--- config.mk ---
export PLATFORM = sky130hd
export DESIGN_NAME = slow_tick_monitor
export DESIGN_NICKNAME = d
export VERILOG_FILES = /design/src/rtl/slow_tick_pkg.sv /design/src/rtl/sync_ff.sv /design/src/rtl/slow_tick_monitor.sv
export SDC_FILE = /design/constraint.sdc
export NUM_CORES = 1
export LEC_CHECK = 0
export ABC_AREA = 1
export ABC_CLOCK_PERIOD_IN_PS = 1650
export CORE_MARGIN = 5
export CORE_UTILIZATION = 55
export CTS_CLUSTER_DIAMETER = 60
export CTS_CLUSTER_SIZE = 8
export DETAILED_ROUTE_END_ITERATION = 8
export PLACE_DENSITY = 0.79
export SYNTH_ARGS = -nofsm -noshare
export SYNTH_HDL_FRONTEND = slang
export SYNTH_SLANG_ARGS = --single-unit
--- constraint.sdc ---
create_clock -name clk_in -period 1.65 [get_ports clk_in]
set_input_delay 0.2475 -clock clk_in [delete_from_list [all_inputs] [get_ports clk_in]]
set_output_delay 0.2475 -clock clk_in [all_outputs]
set_load 0.01 [all_outputs]
--- src/rtl/slow_tick_pkg.sv ---
// Shared types and default sizing for the slow-clock monitor.
package slow_tick_pkg;

    localparam int DEFAULT_CNT_W   = 26;
    localparam int DEFAULT_TIMEOUT = 27000002;

    typedef enum logic [1:0] {
        WAIT_FIRST = 2'd0,
        MEASURE    = 2'd1,
        LOST       = 2'd2
    } mon_state_e;

endpackage

--- src/rtl/sync_ff.sv ---
// Parameterised-depth, reset-to-0 flop chain for bringing a single async bit into clk_in.
module sync_ff #(
    parameter int STAGES = 2
) (
    input  logic clk_in,
    input  logic reset_in,
    input  logic d,
    output logic q
);

    logic [STAGES-1:0] chain;

    always_ff @(posedge clk_in or negedge reset_in) begin
        if (!reset_in) begin
            chain <= '0;
        end else begin
            chain <= {chain[STAGES-2:0], d};
        end
    end

    assign q = chain[STAGES-1];

endmodule

--- src/rtl/slow_tick_monitor.sv ---
// Turns an async slow clock into clk_in-domain rise/fall enables, measures its period
// and flags loss of the slow clock.
module slow_tick_monitor
    import slow_tick_pkg::*;
#(
    parameter int SYNC_STAGES = 2,
    parameter int CNT_W       = DEFAULT_CNT_W,
    parameter int TIMEOUT     = DEFAULT_TIMEOUT
) (
    input  logic             clk_in,
    input  logic             reset_in,
    input  logic             slow_in,
    output logic             tick_rise,
    output logic             tick_fall,
    output logic [CNT_W-1:0] period,
    output logic             period_valid,
    output logic             lost,
    output logic [15:0]      edge_count
);

    localparam logic [CNT_W-1:0] CNT_LAST = CNT_W'(TIMEOUT - 1);

    logic             s;
    logic             s_q;
    logic             rise;
    logic             fall;
    mon_state_e       state;
    logic [CNT_W-1:0] cnt;
    logic [15:0]      edge_cnt;

    sync_ff #(
        .STAGES (SYNC_STAGES)
    ) u_sync (
        .clk_in   (clk_in),
        .reset_in (reset_in),
        .d        (slow_in),
        .q        (s)
    );

    assign rise = s & ~s_q;
    assign fall = ~s & s_q;

    // Edge detect and tick outputs; edge_count keeps running in every state.
    always_ff @(posedge clk_in or negedge reset_in) begin
        if (!reset_in) begin
            s_q       <= 1'b0;
            tick_rise <= 1'b0;
            tick_fall <= 1'b0;
            edge_cnt  <= '0;
        end else begin
            s_q       <= s;
            tick_rise <= rise;
            tick_fall <= fall;
            if (rise) begin
                edge_cnt <= edge_cnt + 16'd1;
            end
        end
    end

    assign edge_count = edge_cnt;

    // A rise always wins over the timeout on the same cycle. The first rise after
    // reset or loss only arms the counter; the next one yields a period.
    always_ff @(posedge clk_in or negedge reset_in) begin
        if (!reset_in) begin
            state        <= WAIT_FIRST;
            cnt          <= '0;
            period       <= '0;
            period_valid <= 1'b0;
            lost         <= 1'b0;
        end else begin
            case (state)
                WAIT_FIRST, MEASURE: begin
                    if (rise) begin
                        if (state == MEASURE) begin
                            period       <= cnt + 1'b1;
                            period_valid <= 1'b1;
                        end
                        cnt   <= '0;
                        state <= MEASURE;
                    end else if (cnt == CNT_LAST) begin
                        state        <= LOST;
                        lost         <= 1'b1;
                        period_valid <= 1'b0;
                    end else begin
                        cnt <= cnt + 1'b1;
                    end
                end
                LOST: begin
                    if (rise) begin
                        lost  <= 1'b0;
                        cnt   <= '0;
                        state <= MEASURE;
                    end
                end
                default: begin
                    state <= WAIT_FIRST;
                end
            endcase
        end
    end

endmodule

==> flow_summary.ini <==
[clock_network]
clock-root-buffer = clkbuf_8
cts_sinks = 77
numCtsBuffers = 9
insertion_delay_ps = 360
htreeDepth = 3
cts_buffer_depth = 2
cts_tree = yes
clk_pin_slew_ps = 90

[timing]
setup_ws_ps = -65.6
rsz0062_at_grt = yes
fin_skew_ps = 12.0
finalCriticalPeriod_ps = 1720
hold_viol = 0
period_share_pct = 104
whs_ps = 318
finalSetupViolations = 16
worst_pin_slew_ps = 545
finalSetupTns_ps = -288
clock.fmax_mhz = 583
drv_slew = 0
slew_headroom_pct = 63.6

[power_and_ir_drop]
cellLeakagePower_nw = 2.75
power_density_nw_per_um2 = 821
vdd_ir_drop_max_uv = 787

[synth]
ys_seq_area_share_pct = 50.4
netlist_instances = 492
synth_nets = 498
synth_edf_count = 0
ys_warn_count = 0
ys_types = 27
avgSynthCellArea_um2 = 7.77
ys_seq_elements = 77
synth_area_um2 = 3820
async_flop_share_pct = 100
synth_ff_type = dfrtp_1

[final_layout]
nets = 619
diodes = 0
final_common_cell = nand2_1
nFillCells = 448
final_cell_mix = nand2_1, dfrtp_1, buf_4, clkdlybuf4s50_1, nor2_1
drive_gt1_share_pct = 21.4
multiInputGateArea_um2 = 1890
seq_area_um2 = 1930
stdcell_area_um2 = 5300
areaGrowthSynthToFinish_pct = 38.6

[routing]
vias = 3766
routed_via_density = 5.27
wl_per_cell_um = 15.9
wirelength_um = 11300
remaining_drc_errors = 0
drtAntennaViolNets = 0
drtPass1Iterations = 5
drtIter0Drc = 294

[placement]
place_ws_ps = -339
dpl_cell_area_um2 = 4750
io_buffers = 48
hpwl_um = 6530
place.gp.congestion = 0.882

[floorplan]
core-area_um2 = 6790
io_pins = 49
rows = 30
fp.dieArea_um2 = 8710
start_util_pct = 56.2
die_height_um = 93.4
dieWidth_um = 93.4

[critical_path]
cp-end-kind = flip-flop
cp-start-kind = flip-flop
cp.arrival_ps = 2010
path_buf_inv = 2
crit_chain = inv_2, nor2_4, nor2_1, buf_4, nand3_4, nand3_4, nand2_1, nand2_1
crit_type = flip-flop to flip-flop
cpMaxStageDelayCell = dfrtp_1
cpPeakStageDelay_ps = 420
critPathTopFamily = simple AND/OR/NAND/NOR gates
worstPathRequired_ps = 1940
crit_fanout = 8

[global_routing]
grt-ovfl-total = 0
grt_usage_pct = 24.6
antenna_found_initial = 0
grt_pass1_vias = 3513
grt_max_degree = 29
grt_first_pass_wirelength_um = 16700

[status]
violations = setup timing
outcome = finished, violations left

[hold_path]
hp-class = input pin to flip-flop

[job]
cap_violations = 0
## area by class of cell
| class | count | area share, % |
|---|---|---|
| well taps | 96 | 2.27 |
| repair buffers | 115 | 19.5 |
| multi-input cells | 373 | 35.7 |
| clock buffers | 10 | 2.60 |
| inverters | 37 | 2.62 |
| clock inverters | 6 | 0.874 |
| flip-flops and latches | 77 | 36.4 |
## sequential cells by signal, summed over array words and instances (netlist names)
register,count
state,2
period,26
tick_fall,1
cnt,26
tick_rise,1
s_q,1
edge_count,16
lost,1
period_valid,1
u_sync.chain,2
## metal layers
metal	vias up	routed length (um)	track usage [%]
li1	1756	-	-
met5	-	0	0
met2	186	5560	41.0
met4	0	444	9.16
met1	1767	4530	31.0
met3	57	821	5.95
## through the flow
step,instances,total power [mW],utilization [%]
global placement,676,2.88,70.0
CTS,698,4.26,74.1
finish,714,4.35,78.0
global route,714,4.55,78.0
detailed placement,676,2.90,70.0
floorplan,492,2.49,-
## kinds of logic (layout without fill, tap and decap cells)
family | count (synthesis) | count (layout) | synth area share (%)
simple gates | 332 | 335 | 36.3
buf+inv | 46 | 168 | 5.14
xor+xnor | 25 | 25 | 5.73
compound gates | 9 | 10 | 1.44
fa+ha+maj | 3 | 3 | 0.982
flops | 77 | 77 | 50.4
## repair_timing
action,in CTS,in global routing
setup endpoints to repair,36,46
gates resized for setup,10,36
hold buffers,1,0
setup buffers,2,15
endpoints found under the hold margin,25,0
gates cloned,3,1
pin swaps,5,19
## power breakdown
part | total, mW | internal, mW | switching, mW
combinational | 0.849 | 0.401 | 0.448
clock | 1.36 | 0.598 | 0.763
sequential | 2.14 | 2.02 | 0.114
## Yosys cell counts (3+ instances only)
library cell,count,area [um^2]
buf_2,4,20.0
dfrtp_1,77,1930
ha_1,3,37.5
inv_1,35,131
nand2_1,246,923
nand3_1,14,70.1
nand3b_1,6,45.0
nand4_1,5,31.3
nor2_1,43,161
nor2_2,5,31.3
nor2_4,4,45.0
nor3_1,3,15.0
o21ai_0,6,30.0
xnor2_1,11,96.3
xor2_1,14,123
## worst register-to-register path: stages (launching register included)
cell,delay (ps)
dfrtp_1,420
inv_2,80
nor2_4,50
nor2_1,300
buf_4,200
nand3_4,200
nand3_4,200
nand2_1,120
nand2_1,80
## worst paths after layout
kind                            startpoint         endpoint  slack [ps]  cells past startpoint
hold reg to reg            u_sync.chain[0]  u_sync.chain[1]         370                      0
setup / recovery           u_sync.chain[1]           cnt[1]         -70                      8
setup reg to reg           u_sync.chain[1]           cnt[1]         -70                      8
min in group asynchronous         reset_in       period[12]         340                      2
max in group asynchronous         reset_in          cnt[22]         780                      3
hold / removal                     slow_in  u_sync.chain[0]         320                      1
Power figures use the tool's default switching activity.
